<file path="config.mk">
export PLATFORM = sky130hd
export DESIGN_NAME = pipe_stage_reg
export DESIGN_NICKNAME = d
export VERILOG_FILES = /design/src/rtl/pipe_pkg.sv /design/src/rtl/pipe_stage_reg.sv
export SDC_FILE = /design/constraint.sdc
export NUM_CORES = 1
export LEC_CHECK = 0
export BUFFER_PORTS_ARGS = -buffer_cell sky130_fd_sc_hd__buf_4
export CAP_MARGIN = 30
export CORE_MARGIN = 3
export CORE_UTILIZATION = 57
export DETAILED_ROUTE_END_ITERATION = 12
export GPL_TIMING_DRIVEN = 0
export PLACE_DENSITY_LB_ADDON = 0.12
export SLEW_MARGIN = 10
export SYNTH_ARGS = -nofsm -noshare
export SYNTH_HDL_FRONTEND = slang
export SYNTH_SLANG_ARGS = --single-unit
</file>
<file path="constraint.sdc">
create_clock -name CLK -period 5.4 [get_ports CLK]
set_clock_uncertainty 0.15 [all_clocks]
set_input_delay 1.08 -clock CLK [delete_from_list [all_inputs] [get_ports CLK]]
set_output_delay 1.08 -clock CLK [all_outputs]
set_load 0.01 [all_outputs]
</file>
<file path="src/rtl/pipe_pkg.sv">
// Shared definitions for flow-controlled pipeline stage registers: state
// encoding, occupancy width and per-boundary field widths.
package pipe_pkg;

  typedef enum logic [1:0] {
    EMPTY = 2'd0,
    BUSY  = 2'd1,
    FULL  = 2'd2
  } pipe_state_t;

  localparam int unsigned OCC_W = 2;

  // Field widths per inter-stage boundary; stage decode/pack logic uses the same values.
  localparam int unsigned FD_CTRL_W = 8;
  localparam int unsigned FD_DATA_W = 64;
  localparam int unsigned DE_CTRL_W = 24;
  localparam int unsigned DE_DATA_W = 128;
  localparam int unsigned EM_CTRL_W = 16;
  localparam int unsigned EM_DATA_W = 96;
  localparam int unsigned MW_CTRL_W = 8;
  localparam int unsigned MW_DATA_W = 64;

  function automatic logic [OCC_W-1:0] occ_of(input pipe_state_t s);
    logic [OCC_W-1:0] n;
    n = '0;
    case (s)
      BUSY:    n = 2'd1;
      FULL:    n = 2'd2;
      default: n = '0;
    endcase
    return n;
  endfunction

endpackage

</file>
<file path="src/rtl/pipe_stage_reg.sv">
// Parametrised valid/ready pipeline stage register with flush and an optional
// skid entry that makes InReady a registered signal.
module pipe_stage_reg
  import pipe_pkg::*;
#(
  parameter int unsigned CTRL_W = 24,
  parameter int unsigned DATA_W = 128,
  parameter int unsigned SKID   = 1
) (
  input  logic               CLK,
  input  logic               Reset,
  input  logic               CLR,
  input  logic               InValid,
  output logic               InReady,
  input  logic [CTRL_W-1:0]  InCtrl,
  input  logic [DATA_W-1:0]  InData,
  output logic               OutValid,
  input  logic               OutReady,
  output logic [CTRL_W-1:0]  OutCtrl,
  output logic [DATA_W-1:0]  OutData,
  output logic [OCC_W-1:0]   Occupancy
);

  pipe_state_t       state_q, state_d;
  logic [CTRL_W-1:0] main_ctrl_q, skid_ctrl;
  logic [DATA_W-1:0] main_data_q, skid_data;
  logic              in_fire, out_fire;
  logic              load_in, load_from_skid, load_skid, drain;

  assign OutValid  = (state_q != EMPTY);
  assign OutCtrl   = main_ctrl_q;
  assign OutData   = main_data_q;
  assign Occupancy = occ_of(state_q);
  assign in_fire   = InValid & InReady;
  assign out_fire  = OutValid & OutReady;

  always_comb begin
    state_d        = state_q;
    load_in        = 1'b0;
    load_from_skid = 1'b0;
    load_skid      = 1'b0;
    drain          = 1'b0;
    unique case (state_q)
      EMPTY: begin
        if (in_fire) begin
          load_in = 1'b1;
          state_d = BUSY;
        end
      end
      BUSY: begin
        if (in_fire && out_fire) begin
          load_in = 1'b1;
        end else if (in_fire && (SKID != 0)) begin
          load_skid = 1'b1;
          state_d   = FULL;
        end else if (out_fire) begin
          drain   = 1'b1;
          state_d = EMPTY;
        end
      end
      FULL: begin
        if (out_fire) begin
          load_from_skid = 1'b1;
          state_d        = BUSY;
        end
      end
      default: state_d = EMPTY;
    endcase
    if (CLR) state_d = EMPTY;
  end

  // Control is zeroed on drain as well as flush so an empty stage is always a bubble.
  always_ff @(posedge CLK) begin
    if (Reset) begin
      state_q     <= EMPTY;
      main_ctrl_q <= '0;
      main_data_q <= '0;
    end else if (CLR) begin
      state_q     <= EMPTY;
      main_ctrl_q <= '0;
    end else begin
      state_q <= state_d;
      if (load_in) begin
        main_ctrl_q <= InCtrl;
        main_data_q <= InData;
      end else if (load_from_skid) begin
        main_ctrl_q <= skid_ctrl;
        main_data_q <= skid_data;
      end else if (drain) begin
        main_ctrl_q <= '0;
      end
    end
  end

  generate
    if (SKID != 0) begin : g_skid
      logic [CTRL_W-1:0] ctrl_q;
      logic [DATA_W-1:0] data_q;
      logic              ready_q;

      // Ready is registered from the next state, so the upstream sees no combinational path.
      always_ff @(posedge CLK) begin
        if (Reset) begin
          ctrl_q  <= '0;
          data_q  <= '0;
          ready_q <= 1'b1;
        end else begin
          ready_q <= (state_d != FULL);
          if (CLR) begin
            ctrl_q <= '0;
          end else if (load_skid) begin
            ctrl_q <= InCtrl;
            data_q <= InData;
          end else if (load_from_skid) begin
            ctrl_q <= '0;
          end
        end
      end

      assign skid_ctrl = ctrl_q;
      assign skid_data = data_q;
      assign InReady   = ready_q;
    end else begin : g_noskid
      assign skid_ctrl = '0;
      assign skid_data = '0;
      assign InReady   = OutReady | ~OutValid;
    end
  endgenerate

endmodule

</file>
# ---- Word level (Yosys, flattened, before mapping)
# Cells that the tools add are included.
dict set report totals {
  reg_bits 307
  in_bits 157
  output_inout_bits 156
}
dict set report classes {
  eq_ne 3
  mux 25
  n_bitwise 3
  reduce_logical 9
}
# op n
set ops {}
lappend ops {{128-bit two-way mux} 2}
lappend ops {{24-bit two-way mux} 5}
lappend ops {{2-bit two-way mux} 6}
lappend ops {{1-bit two-way mux} 9}
lappend ops {{2-bit one-hot mux with 3 select lines} 1}
lappend ops {{2-bit nonzero test} 3}
lappend ops {{2-bit one-hot mux with 2 select lines} 1}
lappend ops {{2-bit AND reduction} 2}
lappend ops {{3-bit nonzero test} 1}
lappend ops {{1-bit bitwise AND} 2}
lappend ops {{2-bit by 1-bit equality test with 1-bit output, second input constant} 1}
lappend ops {{2-bit equality test, second input constant} 1}
lappend ops {{2-bit logical NOT} 1}
lappend ops {{2-bit inequality test, second input constant} 1}
lappend ops {{1-bit one-hot mux with 2 select lines} 1}
lappend ops {{2-bit OR reduction} 1}
lappend ops {{1-bit logical AND} 1}
lappend ops {{1-bit NOT} 1}

# ---- Logic depth before layout (Yosys ltp)
dict set report logic_depth {
  word_depth 9
  depth_mapped 8
  mapped_depth_nobuf 5
}

# ---- Worst setup path before layout
# OpenSTA, ideal clock, no wires.
dict set report synth_path {
  path_kind {input -> register}
  startpoint {in OutReady}
  endpoint {reg main_data_q[100], in the netlist OutData[100]}
  setup_ns 0.132
  arrival_ns 2.245
  setup_slack_ns 2.873
  cell_stages 7
  path_buffers 3
  path_cell_list {buf_2 nor2b_2 or4_1 buf_2 buf_2 o22ai_1 nor3_1}
}
dict set report synth_between {
  elab_chain_cells 6
  elab_cells_between_ends 9
}
# element line_no
set synth_lines {}
lappend synth_lines {{start: declaration} pipe_stage_reg.sv:18} ;# input logic OutReady,
lappend synth_lines {{1-bit bitwise AND (*)} pipe_stage_reg.sv:35} ;# assign out_fire = OutValid & OutReady;
lappend synth_lines {{1-bit logical AND} pipe_stage_reg.sv:51} ;# if (in_fire && out_fire) begin
lappend synth_lines {{1-bit two-way mux} pipe_stage_reg.sv:51}
lappend synth_lines {{1-bit one-hot mux with 2 select lines} pipe_stage_reg.sv:43} ;# unique case (state_q)
lappend synth_lines {{2-bit nonzero test (no source line)} -}
lappend synth_lines {{2-bit AND reduction (no source line)} -}
lappend synth_lines {{end signal: assignment} pipe_stage_reg.sv:85} ;# main_data_q <= InData;
lappend synth_lines {{end signal: assignment} pipe_stage_reg.sv:88} ;# main_data_q <= skid_data;
lappend synth_lines {{end: declaration} pipe_stage_reg.sv:26} ;# logic [DATA_W-1:0] main_data_q, skid_data;
# Mark *: on every way between the ends. The rest lies on a longest branch, timed or not.
# A chain may end at the register's enable or synchronous reset.

# ---- Worst setup path after layout
dict set report layout_path {
  startpoint {reg state_q[1]}
  endpoint {out OutValid}
}
dict set report layout_between {
  elab_chain_cells 1
}
# element line_no
set layout_lines {}
lappend layout_lines {{start: declaration} pipe_stage_reg.sv:24} ;# pipe_state_t state_q, state_d;
lappend layout_lines {{start signal: assignment} pipe_stage_reg.sv:82} ;# state_q <= state_d;
lappend layout_lines {{2-bit nonzero test} pipe_stage_reg.sv:30} ;# assign OutValid = (state_q != EMPTY);
lappend layout_lines {{end: declaration} pipe_stage_reg.sv:17} ;# output logic OutValid,
# No other way between the ends.

==> results.sh <==
export IMPL_status="finished clean"
export IMPL_grt_ovfl_total=0
export IMPL_cp_end_kind="output port"
export IMPL_slowest_delay_ns=0.31
export IMPL_die_x_um=150
export IMPL_syn_num_nets=1563
export IMPL_period_needed_ns=2.61
export IMPL_cp_max_fo=10
export IMPL_num_vias=11700
export IMPL_p_leak_nw=6.34
export IMPL_start_util_pct=59.2
export IMPL_seq_area_frac_synth_pct=52.2
export IMPL_path_class="flip-flop to output port"
export IMPL_p_int_mw=3.94
export IMPL_cts_hold_buf=0
export IMPL_rows=51
export IMPL_drt_iter0_markers=882
export IMPL_grt_max_degree=15
export IMPL_syn_area_per_cell_um2=8.38
export IMPL_cp_arrival_ns=1.38
export IMPL_die_h_um=150
export IMPL_antenna_found_initial=0
export IMPL_wl_per_cell_um=17.5
export IMPL_via_per_inst=5.73
export IMPL_finalSetupViolCount=0
export IMPL_dieArea_mm2=0.0224
export IMPL_slowest_stage="dfxtp_1"
export IMPL_synth_seq_cells=307
export IMPL_finalPower_mw=5.18
export IMPL_layout_drive_gt1_share_pct=26.4
export IMPL_hold_viol=0
export IMPL_maxSlewViolCount=0
export IMPL_ys_warn_count=0
export IMPL_power_share_switching_pct=23.9
export IMPL_start_kind="flip-flop"
export IMPL_fin_crit_sh_pct=48.4
export IMPL_crit_required_ns=4.17
export IMPL_path_delay_family="flip-flops"
export IMPL_cts_buffers=30
export IMPL_nets=1905
export IMPL_cts_setup_buffers=0
export IMPL_rsz0062_at_grt="no"
export IMPL_power_frac_seq_pct=46.4
export IMPL_gp_congestion=0.882
export IMPL_ant_nets=0
export IMPL_fin_ws_ns=2.79
export IMPL_grt_usage_pct=30.0
export IMPL_clkTransAtPathRegs_ns=0.06
export IMPL_cts_tree="yes"
export IMPL_drc=0
export IMPL_clkLatencyLatePin_ns=0.54
export IMPL_firstDrtPassIters=6
export IMPL_cts_buffer_depth=3
export IMPL_fin_area_mm2=0.0155
export IMPL_dpl_worst_slack_ns=2.36
export IMPL_vdd_drop_max_mv=0.320
export IMPL_syn_cell_area_mm2=0.0118
export IMPL_power_switching_mw=1.24
export IMPL_p_clk_share_pct=42.0
export IMPL_core_area_mm2=0.0199
export IMPL_syn_to_final_growth_pct=31.5
export IMPL_finalSetupTns_ns=0
export IMPL_combPwrFrac_pct=11.6
export IMPL_wl_mm=35.7
export IMPL_grt_pass1_wl_mm=55.0
export IMPL_hp_class="flip-flop to flip-flop"
export IMPL_max_freq_ghz=0.383
export IMPL_htreeDepth=1
export IMPL_dp_hpwl_mm=24.8
export IMPL_ios=313
export IMPL_cts_sinks=307
export IMPL_cap_violations=0
export IMPL_io_buffers=310
export IMPL_power_density_mw_per_mm2=334
export IMPL_crit_chain="buf_6, or2_4, buf_4"
export IMPL_path_buf_inv=2
export IMPL_num_antenna_cells=0
export IMPL_grt_pass1_vias=11000
export IMPL_cts_root_buf="clkbuf_16"
export IMPL_synth_distinct_cells=36
export IMPL_cts_resized=0
export IMPL_worstMarginPinSlew_ns=0.784
export IMPL_placed_cell_area_mm2=0.0144
export IMPL_syn_inst=1406
export IMPL_max_slew_margin_pct=47.7
-- state kept, by name, summed over array words and instances, names as in the netlist --
signal         count
InReady            1
OutCtrl           24
state_q            2
g_skid.data_q    128
g_skid.ctrl_q     24
OutData          128
-- layout make-up --
cell class | count | area, µm²
Buffer | 136 | 634
Clock inverter | 15 | 156
Sequential cell | 307 | 6150
Clock buffer | 41 | 893
Tap cell | 265 | 332
Timing Repair Buffer | 310 | 2330
Inverter | 27 | 101
Multi-Input combinational cell | 936 | 4900
Fill cell | 1446 | 4420
-- through the flow --
stage / hold slack (ns) / utilization (%) / instances
after floorplan: 0.287 / - / 1406
after global placement: 0.291 / 72.5 / 1981
after detailed placement: 0.297 / 72.5 / 1981
after CTS: 0.305 / 77.8 / 2037
after global routing: 0.315 / 77.8 / 2037
final: 0.304 / 77.8 / 2037
-- worst reg2reg max path: cells and delay by family, from the launching register on --
| family | cells | cell delay (ns) |
|---|---|---|
| and+or+nand+nor | 4 | 0.90 |
| buffers and inverters | 2 | 0.81 |
| DFF | 1 | 0.37 |
-- logic make-up (layout without fill, tap and decap cells) --
logic type | Yosys count | in the layout | synth area share, %
simple gates | 603 | 603 | 23.0
compound gates | 308 | 308 | 16.5
flops | 307 | 307 | 52.2
buf+inv | 163 | 529 | 6.25
mux | 25 | 25 | 2.12
-- Yosys cell counts (all sizes together) --
master | instances | area (µm²)
a211oi | 1 | 7.51
a21oi | 128 | 641
a221oi | 24 | 335
and2 | 25 | 159
buf | 80 | 424
clkbuf | 56 | 210
dfxtp | 307 | 6150
inv | 27 | 101
mux2i | 25 | 250
nand2 | 282 | 1060
nand2b | 2 | 20.0
nand3 | 1 | 5.00
nand3b | 1 | 7.51
nor2 | 26 | 97.6
nor2b | 1 | 8.76
nor3 | 257 | 1290
nor4 | 2 | 12.5
o21a | 1 | 7.51
o21ai | 24 | 120
o22a | 1 | 8.76
o22ai | 128 | 801
o2bb2a | 1 | 20.0
or2 | 3 | 21.3
or3 | 1 | 6.26
or4 | 2 | 15.0
-- path summary, 6_finish.rpt --
check	startpoint	endpoint	slack, ns	depth (start not counted)
max	state_q[1]	OutValid	2.79	3
min	g_skid.data_q[71]	g_skid.data_q[71]	0.30	2
max reg2reg	InReady	OutData[41]	3.07	6
min reg2reg	g_skid.data_q[71]	g_skid.data_q[71]	0.30	2
-- per-layer routing --
layer | track usage, % | wire [µm] | up-vias
li1 | - | - | 5616
met3 | 7.45 | 3420 | 92
met5 | 0 | 0 | -
met1 | 36.6 | 13800 | 5470
met2 | 51.4 | 17200 | 499
met4 | 10.8 | 1290 | 0
-- placed cells by master (no fill, tap or decap), types with 2 or more instances in the layout --
cell	netlist	final
clkbuf_8	0	8
clkbuf_1	56	58
a21oi_1	128	128
o22ai_1	128	128
nor4_1	2	2
buf_4	0	310
clkbuf_16	0	31
nor3_1	256	256
a221oi_2	20	20
buf_2	69	69
nor2_1	26	26
o21ai_0	23	23
nand2_1	281	281
inv_1	26	26
and2_1	24	24
clkinv_2	0	10
buf_6	2	2
bufinv_16	0	3
buf_1	7	7
or4_1	2	2
mux2i_1	25	25
buf_8	2	2
dfxtp_1	307	307
a221oi_1	4	4
or2_2	2	2
-- power groups by stage --
stage | combinational [mW] | clock (mW) | sequential (mW)
final | 0.598 | 2.18 | 2.40
after global routing | 0.650 | 2.28 | 2.41
after CTS | 0.597 | 2.19 | 2.40
after detailed placement | 0.590 | 0 | 2.45
after global placement | 0.581 | 0 | 2.45
after floorplan | 0.254 | 0 | 2.48
(Power assumes the default switching activity.)
